==> config.mk <==
export PLATFORM = sky130hd
export DESIGN_NAME = action_sequencer_flat
export DESIGN_NICKNAME = d
export VERILOG_FILES = /design/src/rtl/action_sequencer_if.sv /design/src/rtl/action_sequencer.sv /design/src/flat_wrapper.sv
export SDC_FILE = /design/constraint.sdc
export NUM_CORES = 1
export LEC_CHECK = 0
export CAP_MARGIN = 20
export CELL_PAD_IN_SITES_DETAIL_PLACEMENT = 2
export CELL_PAD_IN_SITES_GLOBAL_PLACEMENT = 2
export CORE_UTILIZATION = 33
export DETAILED_ROUTE_END_ITERATION = 8
export PLACE_DENSITY_LB_ADDON = 0.1
export SYNTH_ARGS = -nofsm -noshare
export SYNTH_HDL_FRONTEND = slang
export SYNTH_SLANG_ARGS = --single-unit
==> constraint.sdc <==
create_clock -name clk -period 2.1 [get_ports clk]
set_input_delay 0.21 -clock clk [delete_from_list [all_inputs] [get_ports clk]]
set_output_delay 0.21 -clock clk [all_outputs]
set_load 0.01 [all_outputs]
==> src/rtl/action_sequencer_if.sv <==
// Request-side bundle of the action sequencer: two requesters
// offering button commands, with per-requester accept strobes.
interface action_sequencer_if #(
  parameter int HOLD_W = 4
);
  logic [1:0]        req_valid;
  logic [2:0]        req_buttons0;
  logic [2:0]        req_buttons1;
  logic [HOLD_W-1:0] req_hold0;
  logic [HOLD_W-1:0] req_hold1;
  logic [1:0]        req_ready;

  modport master (
    output req_valid,
    output req_buttons0,
    output req_buttons1,
    output req_hold0,
    output req_hold1,
    input  req_ready
  );

  modport slave (
    input  req_valid,
    input  req_buttons0,
    input  req_buttons1,
    input  req_hold0,
    input  req_hold1,
    output req_ready
  );
endinterface

==> src/rtl/action_sequencer.sv <==
// Round-robin command queue that replays timed button patterns
// into the character FSM and reports each command's outcome.
module action_sequencer #(
  parameter int DEPTH  = 4,
  parameter int HOLD_W = 4
) (
  input  logic                     clk,
  input  logic                     reset,
  action_sequencer_if.slave        req,
  input  logic [1:0]               action,
  output logic [2:0]               buttons,
  output logic                     busy,
  output logic [$clog2(DEPTH):0]   count,
  output logic                     done,
  output logic                     done_id,
  output logic [1:0]               done_action
);

  localparam int PW = $clog2(DEPTH);
  localparam int CW = PW + 1;

  localparam logic [CW-1:0]     FULL_C = CW'(DEPTH);
  localparam logic [CW-1:0]     ONE_C  = CW'(1);
  localparam logic [PW-1:0]     ONE_P  = PW'(1);
  localparam logic [HOLD_W-1:0] ONE_H  = HOLD_W'(1);

  typedef struct packed {
    logic              id;
    logic [2:0]        btn;
    logic [HOLD_W-1:0] hold;
  } entry_t;

  typedef enum logic [1:0] {
    IDLE,
    DRIVE,
    RELEASE
  } state_t;

  entry_t            mem_q [DEPTH];
  logic [PW-1:0]     wr_ptr_q, wr_ptr_d;
  logic [PW-1:0]     rd_ptr_q, rd_ptr_d;
  logic [CW-1:0]     count_q, count_d;
  logic              prio_q, prio_d;
  state_t            state_q, state_d;
  logic [2:0]        buttons_q, buttons_d;
  logic [HOLD_W-1:0] hcnt_q, hcnt_d;
  logic              cur_id_q, cur_id_d;
  logic              done_q, done_d;
  logic              done_id_q, done_id_d;
  logic [1:0]        done_act_q, done_act_d;

  logic [1:0] gnt;
  logic       full;
  logic       push;
  logic       pop;
  entry_t     wr_entry;
  entry_t     head;

  assign full = (count_q == FULL_C);
  assign head = mem_q[rd_ptr_q];

  // prio_q set means requester 1 is favoured on a tie
  always_comb begin
    gnt = 2'b00;
    if (!reset && !full) begin
      unique case (req.req_valid)
        2'b01:   gnt = 2'b01;
        2'b10:   gnt = 2'b10;
        2'b11:   gnt = prio_q ? 2'b10 : 2'b01;
        default: gnt = 2'b00;
      endcase
    end
  end

  assign req.req_ready = gnt;
  assign push          = |gnt;

  always_comb begin
    wr_entry = '0;
    if (gnt[1]) begin
      wr_entry.id   = 1'b1;
      wr_entry.btn  = req.req_buttons1;
      wr_entry.hold = req.req_hold1;
    end else begin
      wr_entry.id   = 1'b0;
      wr_entry.btn  = req.req_buttons0;
      wr_entry.hold = req.req_hold0;
    end
  end

  always_comb begin
    prio_d   = prio_q;
    wr_ptr_d = wr_ptr_q;
    if (push) begin
      prio_d   = ~gnt[1];
      wr_ptr_d = wr_ptr_q + ONE_P;
    end
  end

  always_comb begin
    state_d    = state_q;
    buttons_d  = buttons_q;
    hcnt_d     = hcnt_q;
    cur_id_d   = cur_id_q;
    done_d     = 1'b0;
    done_id_d  = done_id_q;
    done_act_d = done_act_q;
    pop        = 1'b0;
    unique case (state_q)
      IDLE: begin
        if (count_q != '0) begin
          pop       = 1'b1;
          buttons_d = head.btn;
          hcnt_d    = (head.hold == '0) ? '0 : head.hold - ONE_H;
          cur_id_d  = head.id;
          state_d   = DRIVE;
        end else begin
          buttons_d = 3'b000;
        end
      end
      DRIVE: begin
        if (hcnt_q != '0) begin
          hcnt_d = hcnt_q - ONE_H;
        end else begin
          buttons_d  = 3'b000;
          done_d     = 1'b1;
          done_id_d  = cur_id_q;
          done_act_d = action;
          state_d    = RELEASE;
        end
      end
      RELEASE: begin
        state_d = IDLE;
      end
      default: begin
        buttons_d = 3'b000;
        state_d   = IDLE;
      end
    endcase
  end

  always_comb begin
    rd_ptr_d = rd_ptr_q;
    count_d  = count_q;
    if (pop) begin
      rd_ptr_d = rd_ptr_q + ONE_P;
    end
    unique case ({push, pop})
      2'b10:   count_d = count_q + ONE_C;
      2'b01:   count_d = count_q - ONE_C;
      default: count_d = count_q;
    endcase
  end

  always_ff @(posedge clk) begin
    if (push) begin
      mem_q[wr_ptr_q] <= wr_entry;
    end
  end

  always_ff @(posedge clk) begin
    if (reset) begin
      wr_ptr_q   <= '0;
      rd_ptr_q   <= '0;
      count_q    <= '0;
      prio_q     <= 1'b0;
      state_q    <= IDLE;
      buttons_q  <= 3'b000;
      hcnt_q     <= '0;
      cur_id_q   <= 1'b0;
      done_q     <= 1'b0;
      done_id_q  <= 1'b0;
      done_act_q <= 2'b00;
    end else begin
      wr_ptr_q   <= wr_ptr_d;
      rd_ptr_q   <= rd_ptr_d;
      count_q    <= count_d;
      prio_q     <= prio_d;
      state_q    <= state_d;
      buttons_q  <= buttons_d;
      hcnt_q     <= hcnt_d;
      cur_id_q   <= cur_id_d;
      done_q     <= done_d;
      done_id_q  <= done_id_d;
      done_act_q <= done_act_d;
    end
  end

  assign buttons     = buttons_q;
  assign count       = count_q;
  assign done        = done_q;
  assign done_id     = done_id_q;
  assign done_action = done_act_q;
  assign busy        = (count_q != '0) || (state_q != IDLE);

endmodule

==> src/flat_wrapper.sv <==
// flat-port wrapper written by rule: the top's interface ports become plain ports
module action_sequencer_flat 
#(
  parameter int DEPTH  = 4,
  parameter int HOLD_W = 4
)
  (clk, reset, action, buttons, busy, count, done, done_id, done_action, req_req_valid, req_req_buttons0, req_req_buttons1, req_req_hold0, req_req_hold1, req_req_ready);
  action_sequencer_if #(.HOLD_W(HOLD_W)) req_i ();
  input  logic clk;
  input  logic reset;
  input  logic [1:0] action;
  output logic [2:0] buttons;
  output logic busy;
  output logic [$clog2(DEPTH):0] count;
  output logic done;
  output logic done_id;
  output logic [1:0] done_action;
  input wire logic [$bits(req_i.req_valid)-1:0] req_req_valid;
  input wire logic [$bits(req_i.req_buttons0)-1:0] req_req_buttons0;
  input wire logic [$bits(req_i.req_buttons1)-1:0] req_req_buttons1;
  input wire logic [$bits(req_i.req_hold0)-1:0] req_req_hold0;
  input wire logic [$bits(req_i.req_hold1)-1:0] req_req_hold1;
  output wire logic [$bits(req_i.req_ready)-1:0] req_req_ready;
  assign req_i.req_valid = req_req_valid;
  assign req_i.req_buttons0 = req_req_buttons0;
  assign req_i.req_buttons1 = req_req_buttons1;
  assign req_i.req_hold0 = req_req_hold0;
  assign req_i.req_hold1 = req_req_hold1;
  assign req_req_ready = req_i.req_ready;
  action_sequencer #(.DEPTH(DEPTH), .HOLD_W(HOLD_W)) u_core (.clk(clk), .reset(reset), .req(req_i), .action(action), .buttons(buttons), .busy(busy), .count(count), .done(done), .done_id(done_id), .done_action(done_action));
endmodule
======== Yosys cells after proc, flatten, opt, wreduce, memory -nomap -nowiden ========
Memories as Yosys holds them, arrays and structs flattened. A register that Yosys moved wholly into a read port is not among the register bits.
Index checks and enable logic that the tools add are counted.
word-level totals
  bits in registers ....................... 22
  memories ................................ 1
  word-level logic and storage cells ...... 73
  output and inout bits ................... 13
  bits in writable memories ............... 32
  bits of input ports ..................... 20
memories
  memory        depth  bits a word  read ports  clocked after memory_dff  write ports  line                    text
  u_core.mem_q  4      8            1           1                         1            action_sequencer.sv:39  entry_t mem_q [DEPTH];
operators by class
  bitwise gates (word level) .............. 4
  eq/ne operators ......................... 11
  multiplexer cells ....................... 22
  add/subtract/negate cells ............... 6
  reduce and logical (&&, ||, !) cells .... 18
operators by type and width
  operator                                             number
  two-way mux 2 bit                                    6
  two-way mux 4 bit                                    3
  case mux 3 bit (3 select lines)                      1
  equality test 2 bit, second input constant           4
  two-way mux 8 bit                                    1
  case mux 4 bit (2 select lines)                      1
  AND reduction 2 bit                                  4
  subtractor 4 x 1 -> 4 bit, second input constant     2
  equality test 2 x 1 -> 1 bit, second input constant  3
  two-way mux 3 bit                                    2
  case mux 2 bit (3 select lines)                      1
  case mux 3 bit (2 select lines)                      1
  nonzero test 2 bit                                   3
  two-way mux 1 bit                                    5
  adder 2 x 1 -> 2 bit, second input constant          2
  logical NOT 4 bit                                    1
  != test 2 x 1 -> 1 bit, second input constant        2
  inverter 1 bit                                       4
  case mux 2 bit (2 select lines)                      1
  nonzero test 4 bit                                   1
  OR reduction 2 bit                                   2
  adder 3 x 1 -> 3 bit, second input constant          1
  equality test 3 bit, second input constant           1
  AND reduction 3 bit                                  1
  other kinds (7)                                      8

======== Depth between registers and ports, before layout ========
Gate-level depths: netlist of the first run.
  depth in word-level cells ............... 7
  depth in mapped cells ................... 8
  depth with buffers taken out ............ 8

======== Worst setup path before layout of the first run ========
Ideal clock, no wire load.
  kind .................................... flip-flop to flip-flop
  start point ............................. reg u_core.count_q[0], in the netlist u_core.count[0]
  end point ............................... reg u_core.count_q[2], in the netlist u_core.count[2]
  stages on the path, launching flop included .. 9
  path buffers ............................ 0
  required time ........................... 2,030 ps
  library setup time ...................... 70 ps
  arrival ................................. 2,356 ps
  slack ................................... -327 ps
  clock period less this slack ............ 2,427 ps
  cell sequence ........................... dfxtp_1 > nor2_1 > a211oi_1 > inv_1 > ha_1 > fa_1 > xnor2_1 > or3_1 > a21oi_1
on the way
  longest elaborated chain between the ends .. 7
  elaborated cells on any way between the ends .. 14
  classes of those cells .................. 2 x add/sub; 3 x eq/ne; 4 x mux; 5 x reduce/logical
RTL lines
  item                                                                   line                     text
  from (decl)                                                            action_sequencer.sv:42   logic [CW-1:0] count_q, count_d;
  from (signal assigned)                                                 action_sequencer.sv:177  count_q <= count_d;
  equality test 3 bit                                                    action_sequencer.sv:59   assign full = (count_q == FULL_C);
  logical NOT 1 bit                                                      action_sequencer.sv:65   if (!reset && !full) begin
  logical AND 1 bit                                                      action_sequencer.sv:65
  two-way mux 2 bit                                                      action_sequencer.sv:65
  OR reduction 2 bit                                                     action_sequencer.sv:76   assign push = |gnt;
  equality test 2 x 1 -> 1 bit or equality test 2 bit (tied branches)    action_sequencer.sv:148  unique case ({push, pop})
  case mux 3 bit (2 select lines) or nonzero test 2 bit (tied branches)  n/a
Parallel ways exist; a longest one is shown, timed or not.
A chain may end at the register's enable or synchronous reset.

======== Final worst setup path of the first run ========
  start point ............................. reg u_core.count_q[1], in the netlist u_core.count[1]
  end point ............................... reg u_core.count_q[2], in the netlist u_core.count[2]
on the way
  elaborated cells on any way between the ends .. 14
  classes of those cells .................. 2 x add/sub; 3 x eq/ne; 4 x mux; 5 x reduce/logical
RTL lines
  item                                                                   line                     text
  nonzero test 3 bit (*)                                                 action_sequencer.sv:111  if (count_q != '0) begin
  two-way mux 1 bit (*)                                                  action_sequencer.sv:111
  two-way mux 1 bit (*)                                                  action_sequencer.sv:109  unique case (state_q)
  via u_core.pop                                                         action_sequencer.sv:55   logic pop;
  equality test 2 x 1 -> 1 bit or equality test 2 bit (tied branches)    action_sequencer.sv:148
  case mux 3 bit (2 select lines) or nonzero test 2 bit (tied branches)  n/a
Mark *: on every way through the listed nets, which the timed path passes. The rest lies on a longest branch.

==> impl_metrics.py, run 1 <==
metrics = {
    "finish": {
        "mostFrequentLayoutCells": "edfxtp_1 (32), clkdlybuf4s50_1 (30), dfxtp_1 (21), nor2_1 (17), buf_4 (17)",
        "final_cell_area_um2": 3070,
        "syn2layout_area_growth_pct": 27.6,
        "multiInputGateArea_um2": 923,
        "fin_cells": 327,
        "drive_gt1_share_pct": 21.6,
        "utilization_pct": 44.5,
        "fill_cells": 717,
        "diodes": 0,
        "final_common_cell": "edfxtp_1",
        "fin_nets": 257,
        "seq_area_um2": 1450,
    },
    "pwr": {
        "peakVddDrop_mv": 0.418,
        "p_int_uw": 2370,
        "swShare_pct": 35.0,
        "power_switching_uw": 1280,
        "powerDensity_nw_per_um2": 1180,
        "seqPwrFrac_pct": 41.3,
        "pwr-share-comb_pct": 41.5,
        "finalPower_uw": 3640,
        "p_leak_uw": 0.00110,
        "clkPwrFrac_pct": 17.2,
    },
    "synth": {
        "avgSynthCellArea_um2": 13.3,
        "synth_async_sr_flop_share_pct": 0,
        "synth-edff-count": 32,
        "synth_flop_cell": "edfxtp_1",
        "yosysWarnings": 0,
        "syn_nets": 208,
        "seq_area_frac_synth_pct": 59.8,
        "ys_types": 45,
        "netlist_area_um2": 2410,
        "syn_inst": 181,
        "synth_seq_cells": 56,
    },
    "worst_setup_path": {
        "path_cells": "or3_4 -> nand2_4 -> clkinv_4 -> ha_2 -> fa_2 -> xnor2_1 -> or3_1 -> a21oi_2",
        "endpoint_kind": "flip-flop",
        "cp.required_ns": 2.36,
        "cp_max_fo": 3,
        "path_class": "flip-flop to flip-flop",
        "slowest_delay_ns": 0.41,
        "cp-start-kind": "flip-flop",
        "cp_slowest_cell": "or3_4",
        "cp.arrival_ns": 2.34,
    },
    "timing": {
        "tightestPinTransition_ns": 0.643,
        "drv_slew": 0,
        "skew_ns": 0.0109,
        "period_share_pct": 99.0,
        "hold_viol_final": 0,
        "setup-violations-final": 0,
        "slew_headroom_pct": 56.7,
        "fmaxAchievable_mhz": 481,
        "rsz0062_at_grt": "yes",
        "layout_setup_ws_ns": 0.0211,
        "period_minus_slack_ns": 2.08,
    },
    "grt": {
        "gr-total-overflow": 0,
        "grt_max_degree": 25,
        "antenna_found_initial": 0,
        "grt_pass1_wl_um": 9070,
        "grt_util_all_layers_pct": 16.2,
        "grt_pass1_vias": 1811,
    },
    "run_status": {
        "status": "complete, no violations",
    },
    "placement": {
        "io_buffers": 32,
        "pre_cts_slack_ns": -0.185,
        "placedCellCount": 318,
        "gp_congestion": 0.671,
        "dp_hpwl_um": 4140,
        "placed_area_um2": 2960,
    },
    "die": {
        "core_um2": 6910,
        "die_w_um": 87.4,
        "io-pin-count": 33,
        "die-area_um2": 7640,
        "rows": 30,
        "initial_core_util_pct": 34.9,
        "fp.dieH_um": 87.4,
    },
    "clock_network": {
        "htree_num_levels": 2,
        "root_buffer": "clkbuf_8",
        "cts.sinks": 56,
        "cts_buffer_depth": 2,
        "cts_buffers": 5,
        "clock_latency_ns": 0.32,
        "path_clk_slew_ns": 0.11,
        "hold_buffers": 0,
        "cts_tree": "done",
    },
    "flow_run": {
        "maxCapViolations": 0,
    },
    "detailed_routing": {
        "wl_per_cell_um": 17.3,
        "vias": 1597,
        "via_per_inst": 4.88,
        "drc": 0,
        "antenna_left": 0,
        "drtIter0Drc": 13,
        "first_pass_iters": 4,
        "postRouteWirelength_um": 5660,
    },
    "hold_path": {
        "hold_class": "flip-flop to flip-flop",
    },
}
## logic make-up (layout without fill, tap and decap cells)
kind of cell | count (synthesis) | count (layout) | synth area share, %
flip-flops | 56 | 56 | 59.8
AND/OR/NAND/NOR | 56 | 56 | 12.1
AO/OA/AOI/OAI | 26 | 26 | 6.81
multiplexers | 17 | 17 | 12.4
buffers and inverters | 14 | 64 | 3.12
adder cells (fa/ha/maj) | 7 | 7 | 3.95
XOR/XNOR | 5 | 5 | 1.82
## sequential cells by signal, summed over array words and instances (netlist names), named ones only
name	count
u_core.done	1
u_core.cur_id_q	1
u_core.wr_ptr_q	2
u_core.hcnt_q	4
u_core.count	3
u_core.rd_ptr_q	2
u_core.mem_q	32
u_core.state_q	2
u_core.buttons	3
u_core.prio_q	1
u_core.done_action	2
u_core.done_id	1
## power by group through the flow
stage	combinational (µW)	sequential, µW	clock, µW
3_3_place_gp	1420	1510	0
5_1_grt	1660	1530	688
3_5_place_dp	1520	1530	0
4_1_cts	1540	1500	652
6_report	1510	1500	628
2_1_floorplan	901	1520	0
## worst paths after layout
path                            cells after the start                    startpoint  slack, ns                            to
worst min-delay path                                2  u_core.cur_id_q$_SDFFE_PP0P_       0.47  u_core.cur_id_q$_SDFFE_PP0P_
worst min register to register                      2  u_core.cur_id_q$_SDFFE_PP0P_       0.47  u_core.cur_id_q$_SDFFE_PP0P_
worst max-delay path                                8  u_core.count[1]$_SDFFE_PP0P_       0.02  u_core.count[2]$_SDFFE_PP0P_
worst max register to register                      8  u_core.count[1]$_SDFFE_PP0P_       0.02  u_core.count[2]$_SDFFE_PP0P_
## stage by stage
step | TNS [ns] | hold WS (ns)
3_3_place_gp | -0.0703 | 0.445
2_1_floorplan | 0 | 0.358
6_report | 0 | 0.468
4_1_cts | 0 | 0.465
5_1_grt | -0.0587 | 0.494
3_5_place_dp | -0.185 | 0.456
## layout make-up
type | instances | area share [%]
Sequential cell | 56 | 47.0
Multi-Input combinational cell | 111 | 30.0
Timing Repair Buffer | 50 | 15.1
Tap cell | 96 | 3.91
Clock buffer | 5 | 2.24
Inverter | 6 | 0.895
Clock inverter | 3 | 0.814
## timing repair
item	4_1_cts	5_1_grt
setup buffers	1	0
endpoints found under the setup margin	1	3
resized for setup	2	4
pin swaps	1	0
## metal layers
layer | routed length, µm | global-route usage (%)
met1 | 2370 | 18.2
met2 | 3090 | 29.6
met3 | 171 | 4.83
met4 | 31 | 4.32
met5 | 0 | 0
## Yosys cell counts, drive strengths merged (2+ instances only)
master / count / area (µm²)
nand2b: 4 / 25.0
mux2i: 2 / 20.0
a31oi: 2 / 12.5
clkbuf: 5 / 28.8
ha: 6 / 75.1
nor2: 17 / 63.8
nand2: 11 / 41.3
mux2: 7 / 78.8
nor3: 3 / 15.0
a21oi: 10 / 50.1
inv: 5 / 18.8
dfxtp: 24 / 480
edfxtp: 32 / 961
nor4b: 2 / 23.8
nor2b: 2 / 12.5
nand3: 4 / 20.0
a22oi: 3 / 22.5
o21ai: 4 / 20.0
xor2: 2 / 17.5
and3: 2 / 12.5
or3: 2 / 12.5
and2: 4 / 25.0
mux4: 8 / 199
xnor2: 3 / 26.3
buf: 3 / 23.8
## worst max-delay path, delay by kind of cell (launching register included)
family / cells / cell delay (ns)
compound gates: 1 / 0.14
xor+xnor: 1 / 0.14
simple gates: 3 / 0.83
flops: 1 / 0.34
fa+ha+maj: 2 / 0.53
buf+inv: 1 / 0.05
No activity file was read; power rests on OpenSTA's default activity.
==> run 2: changes to the inputs <==
CORE_ASPECT_RATIO = 0.75   (was not set)
GPL_ROUTABILITY_DRIVEN = 0   (was not set)
MAX_ROUTING_LAYER = met4   (was not set)
==> run 2 against run 1 <==
- non-clock buffer count is 2 lower
- sequential power hardly changed
- die area hardly changed
- register-to-register slack better by 0.03 ns
- combinational power hardly changed
- total power is 0.58% lower
- design area is 0.12% lower
- clock skew is 0.0035 ns lower
- clock-buffer cell count stayed put
- critical endpoint unchanged
- largest power group is now registers
- via count is 0.25% lower
- sequential share of layout area is 0.058 points higher
==> impl_metrics.py, run 2 (synthesis results as in run 1) <==
metrics = {
    "run_status": {
        "status": "complete, no violations",
    },
    "worst_setup_path": {
        "slowest_delay_ns": 0.41,
        "path_cells": "or3_4 -> nand2_4 -> clkinv_4 -> ha_2 -> fa_2 -> xnor2_1 -> or3_1 -> a21oi_1",
        "cp.required_ns": 2.34,
        "reg2reg_from": "u_core.count[1]$_SDFFE_PP0P_",
        "r2r-end": "u_core.count[2]$_SDFFE_PP0P_",
        "cp_slowest_cell": "or3_4",
        "crit_buf_inv": 1,
        "path_class": "flip-flop to flip-flop",
        "rrSetupSlack_ns": 0.05,
        "endpoint_kind": "flip-flop",
        "cp_num_cells": 8,
        "r2r_cells": 8,
        "cp.arrival_ns": 2.29,
        "cp_max_fo": 3,
        "cp-start-kind": "flip-flop",
        "crit_family": "simple AND/OR/NAND/NOR gates",
    },
    "die": {
        "io-pin-count": 33,
        "die_w_um": 101,
        "fp.dieH_um": 76.0,
        "rows": 26,
        "core_um2": 6930,
        "initial_core_util_pct": 34.8,
        "die-area_um2": 7650,
    },
    "flow_run": {
        "maxCapViolations": 0,
    },
    "pwr": {
        "p_leak_uw": 0.00108,
        "powerDensity_nw_per_um2": 1180,
        "peakVddDrop_mv": 0.384,
    },
    "clock_network": {
        "cts_tree": "done",
        "cts_buffer_depth": 2,
        "postCtsSetupBuffers": 0,
        "htree_num_levels": 2,
        "hold_buffers": 0,
        "cts.sinks": 56,
        "cts_buffers": 5,
        "root_buffer": "clkbuf_8",
        "clock_latency_ns": 0.31,
        "path_clk_slew_ns": 0.11,
    },
    "finish": {
        "fin_nets": 255,
        "largestRegisters": "u_core.mem_q (32), u_core.hcnt_q (4)",
        "diodes": 0,
        "syn2layout_area_growth_pct": 27.5,
        "final_common_cell": "edfxtp_1",
        "largest-register": "u_core.mem_q",
        "drive_gt1_share_pct": 20.5,
        "fin_cells": 327,
        "mostFrequentLayoutCells": "edfxtp_1 (32), clkdlybuf4s50_1 (31), dfxtp_1 (21), nor2_1 (17), buf_4 (14)",
        "largest_reg_flops": 32,
    },
    "hold_path": {
        "hp-start": "u_core.done_id$_SDFFE_PP0P_",
        "whs_endpoint": "u_core.done_id$_SDFFE_PP0P_",
        "hold_class": "flip-flop to flip-flop",
        "holdPathStages": 2,
    },
    "grt": {
        "grt_pass1_vias": 1784,
        "grt_pass1_wl_um": 8980,
        "gr-total-overflow": 0,
        "grt_max_degree": 25,
        "grt_util_all_layers_pct": 16.0,
        "antenna_found_initial": 0,
    },
    "detailed_routing": {
        "wl_per_cell_um": 16.8,
        "drc": 0,
        "postRouteWirelength_um": 5510,
        "first_pass_iters": 4,
        "vias": 1593,
        "via_per_inst": 4.87,
        "antenna_left": 0,
        "drtIter0Drc": 69,
    },
    "timing": {
        "setup-violations-final": 0,
        "period_minus_slack_ns": 2.05,
        "skew_ns": 0.00732,
        "hold_viol_final": 0,
        "tightestPinTransition_ns": 0.554,
        "rsz0062_at_grt": "yes",
        "fmaxAchievable_mhz": 488,
        "slew_headroom_pct": 63.0,
        "drv_slew": 0,
        "setup_tns_ns": 0,
        "period_share_pct": 97.5,
    },
    "placement": {
        "dp_hpwl_um": 4120,
        "placedCellCount": 319,
        "io_buffers": 32,
    },
}
-- run 2: power by group --
| group | internal, µW | leakage [µW] | switching [µW] |
|---|---|---|---|
| Sequential | 1370 | 0.000491 | 135 |
| Clock | 246 | 0.0000463 | 371 |
| Combinational | 748 | 0.000546 | 754 |
-- run 2: how the worst max path moves through the flow --
stage / from / to
2_1_floorplan: u_core.count[1]$_SDFFE_PP0P_ / u_core.count[2]$_SDFFE_PP0P_
5_1_grt: u_core.count[1]$_SDFFE_PP0P_ / u_core.count[2]$_SDFFE_PP0P_
4_1_cts: u_core.count[0]$_SDFFE_PP0P_ / req_req_ready[1]
6_report: u_core.count[1]$_SDFFE_PP0P_ / u_core.count[2]$_SDFFE_PP0P_
3_3_place_gp: req_req_valid[1] / u_core.count[2]$_SDFFE_PP0P_
3_5_place_dp: req_req_valid[1] / u_core.count[2]$_SDFFE_PP0P_
-- run 2: timing repair --
action / CTS / global route
gates resized for setup: 2 / 2
setup endpoints to repair: 1 / 3
pin swaps: 0 / 0
-- run 2: through the flow --
stage / worst slack, ns / power [µW] / cell area, µm² / hold slack, ns / utilization, %
final: 0.0518 / 3620 / 3070 / 0.461 / 44.3
after global routing: -0.0317 / 3880 / 3070 / 0.460 / 44.3
after CTS: 0.00523 / 3680 / 3060 / 0.466 / 44.2
after detailed placement: -0.196 / 3050 / 2960 / 0.450 / 42.8
after global placement: -0.0983 / 2940 / 2960 / 0.442 / 42.8
after floorplan: 0.0317 / 2420 / 2440 / 0.358 / -
-- run 2: routing by layer --
layer | up-vias | share of wire, % | global-route usage, % | wire (µm)
li1 | 764 | - | - | -
met1 | 802 | 45 | 20.4 | 2480
met2 | 22 | 51 | 26.6 | 2820
met3 | 5 | 2.9 | 3.30 | 162
met4 | 0 | 0.67 | 3.04 | 37
met5 | - | 0 | - | 0
-- run 2: layout make-up --
cell class	count	area [µm²]
multi-input combinational	111	920
inverter	6	27.5
timing repair buffer	48	459
fill	702	3860
clock buffer	5	68.8
clock inverter	3	27.5
sequential	56	1450
tap	98	123
-- run 2: worst register-to-register path, stage by stage (launching register included) --
cell,delay [ns]
dfxtp_2,0.33
or3_4,0.41
nand2_4,0.09
clkinv_4,0.05
ha_2,0.19
fa_2,0.33
xnor2_1,0.15
or3_1,0.31
a21oi_1,0.13
==> run 3: changes to the inputs <==
CORE_UTILIZATION = 40   (was 33)
clock period = 2.38 ns   (was 2.1 ns; I/O delays follow)
==> run 3 against run 2 <==
- worst hold slack improved by 0.0095 ns
- worst setup slack improved by 0.056 ns
- design area fell by 3.9%
- largest power group unchanged
==> impl_metrics.py, run 3 (synthesis results as in run 1) <==
metrics = {
    "run_status": {
        "status": "complete, no violations",
    },
    "finish": {
        "largestRegisters": "u_core.mem_q (32), u_core.hcnt_q (4)",
        "fin_cells": 301,
        "syn2layout_area_growth_pct": 22.5,
        "largest-register": "u_core.mem_q",
        "largest_reg_flops": 32,
        "final_cell_area_um2": 2950,
        "multiInputGateArea_um2": 905,
        "mostFrequentLayoutCells": "clkdlybuf4s50_1 (32), edfxtp_1 (32), dfxtp_1 (24), nor2_1 (17)",
        "fill_cells": 556,
        "diodes": 0,
        "drive_gt1_share_pct": 14.8,
        "fin_nets": 249,
        "seq_area_um2": 1440,
    },
    "placement": {
        "io_buffers": 32,
        "pre_cts_slack_ns": -0.103,
        "placed_area_um2": 2850,
        "dp_hpwl_um": 4610,
        "placedCellCount": 293,
    },
    "worst_setup_path": {
        "endpoint_kind": "flip-flop",
        "cp.arrival_ns": 2.52,
        "crit_start": "u_core.count[2]$_SDFFE_PP0P_",
        "cp_max_fo": 3,
        "cp-start-kind": "flip-flop",
        "path_class": "flip-flop to flip-flop",
        "rrSetupSlack_ns": 0.11,
        "endpoint": "u_core.count[2]$_SDFFE_PP0P_",
        "r2r_cells": 8,
        "reg2reg_from": "u_core.count[2]$_SDFFE_PP0P_",
        "r2r-end": "u_core.count[2]$_SDFFE_PP0P_",
        "cp.required_ns": 2.63,
    },
    "clock_network": {
        "path_clk_slew_ns": 0.11,
        "hold_buffers": 0,
        "cts_resized": 0,
        "cts_buffers": 5,
        "cts_buffer_depth": 2,
        "clock_latency_ns": 0.32,
        "cts_tree": "done",
        "postCtsSetupBuffers": 0,
        "root_buffer": "clkbuf_8",
        "cts.sinks": 56,
        "htree_num_levels": 2,
    },
    "timing": {
        "fmaxAchievable_mhz": 440,
        "setup-violations-final": 0,
        "period_share_pct": 95.5,
        "period_minus_slack_ns": 2.27,
        "holdWs_ns": 0.470,
        "slew_headroom_pct": 57.5,
        "layout_setup_ws_ns": 0.108,
        "skew_ns": 0.0111,
        "drv_slew": 0,
        "tightestPinTransition_ns": 0.637,
        "hold_viol_final": 0,
    },
    "hold_path": {
        "hold_class": "flip-flop to flip-flop",
    },
    "grt": {
        "antenna_found_initial": 0,
        "grt_util_all_layers_pct": 22.1,
        "grt_pass1_wl_um": 10000,
        "grt_max_degree": 25,
        "gr-total-overflow": 0,
        "grt_pass1_vias": 1874,
    },
    "detailed_routing": {
        "wl_per_cell_um": 20.2,
        "vias": 1568,
        "drc": 0,
        "via_per_inst": 5.21,
        "antenna_left": 0,
        "first_pass_iters": 4,
        "postRouteWirelength_um": 6080,
        "drtIter0Drc": 77,
    },
    "die": {
        "die_w_um": 91.6,
        "io-pin-count": 33,
        "rows": 24,
        "die-area_um2": 6340,
        "core_um2": 5800,
        "initial_core_util_pct": 41.6,
        "fp.dieH_um": 69.2,
    },
    "flow_run": {
        "maxCapViolations": 0,
    },
    "pwr": {
        "swShare_pct": 35.9,
        "p_int_uw": 2030,
        "pwr-share-comb_pct": 41.5,
        "clkPwrFrac_pct": 16.5,
        "p_leak_uw": 0.00102,
        "seqPwrFrac_pct": 42.0,
        "powerDensity_nw_per_um2": 1070,
        "peakVddDrop_mv": 0.480,
        "power_switching_uw": 1130,
    },
}
run 3: power by group through the flow:
stage | Combinational [µW] | Clock (µW) | Sequential [µW]
after floorplan | 746 | 0 | 1330
after global placement | 1170 | 0 | 1330
after detailed placement | 1290 | 0 | 1350
after CTS | 1310 | 531 | 1330
after global routing | 1430 | 566 | 1350
final | 1310 | 521 | 1330
run 3: worst max-delay path: stages (launching register included):
cell,delay [ns]
dfxtp_1,0.33
or3_4,0.40
nand2_2,0.09
clkinv_1,0.10
ha_1,0.26
fa_1,0.40
xnor2_1,0.16
or3_1,0.33
a21oi_1,0.14
run 3: stage by stage:
stage | utilization (%) | setup TNS, ns | total power, µW
6_report | 50.9 | 0 | 3160
5_1_grt | 50.9 | -0.000752 | 3350
4_1_cts | 50.8 | 0 | 3170
3_5_place_dp | 49.2 | -0.103 | 2650
3_3_place_gp | 49.2 | 0 | 2500
2_1_floorplan | - | 0 | 2080
run 3: how the worst min path moves through the flow:
stage                                                  start                                 end  slack (ns)  depth (start not counted)
after floorplan                                    action[0]  u_core.done_action[0]$_SDFFE_PP0P_        0.39                          2
after global placement    u_core.done_action[1]$_SDFFE_PP0P_  u_core.done_action[1]$_SDFFE_PP0P_        0.44                          2
after detailed placement  u_core.done_action[1]$_SDFFE_PP0P_  u_core.done_action[1]$_SDFFE_PP0P_        0.46                          2
after CTS                 u_core.done_action[1]$_SDFFE_PP0P_  u_core.done_action[1]$_SDFFE_PP0P_        0.48                          2
after global routing                               action[1]  u_core.done_action[1]$_SDFFE_PP0P_        0.51                          3
final                     u_core.done_action[1]$_SDFFE_PP0P_  u_core.done_action[1]$_SDFFE_PP0P_        0.47                          2
run 3: layout make-up:
class,instances,area share (%)
Sequential cell,56,48.9
Multi-Input combinational cell,111,30.7
Timing Repair Buffer,42,13.4
Tap cell,78,3.31
Clock buffer,6,2.46
Inverter,6,0.763
Clock inverter,2,0.551
run 3: metal layers:
metal | share of wire [%] | GRT usage (%)
met1 | 42 | 25.9
met2 | 54 | 38.8
met3 | 2.8 | 3.95
met4 | 0.59 | 6.70
met5 | 0 | -
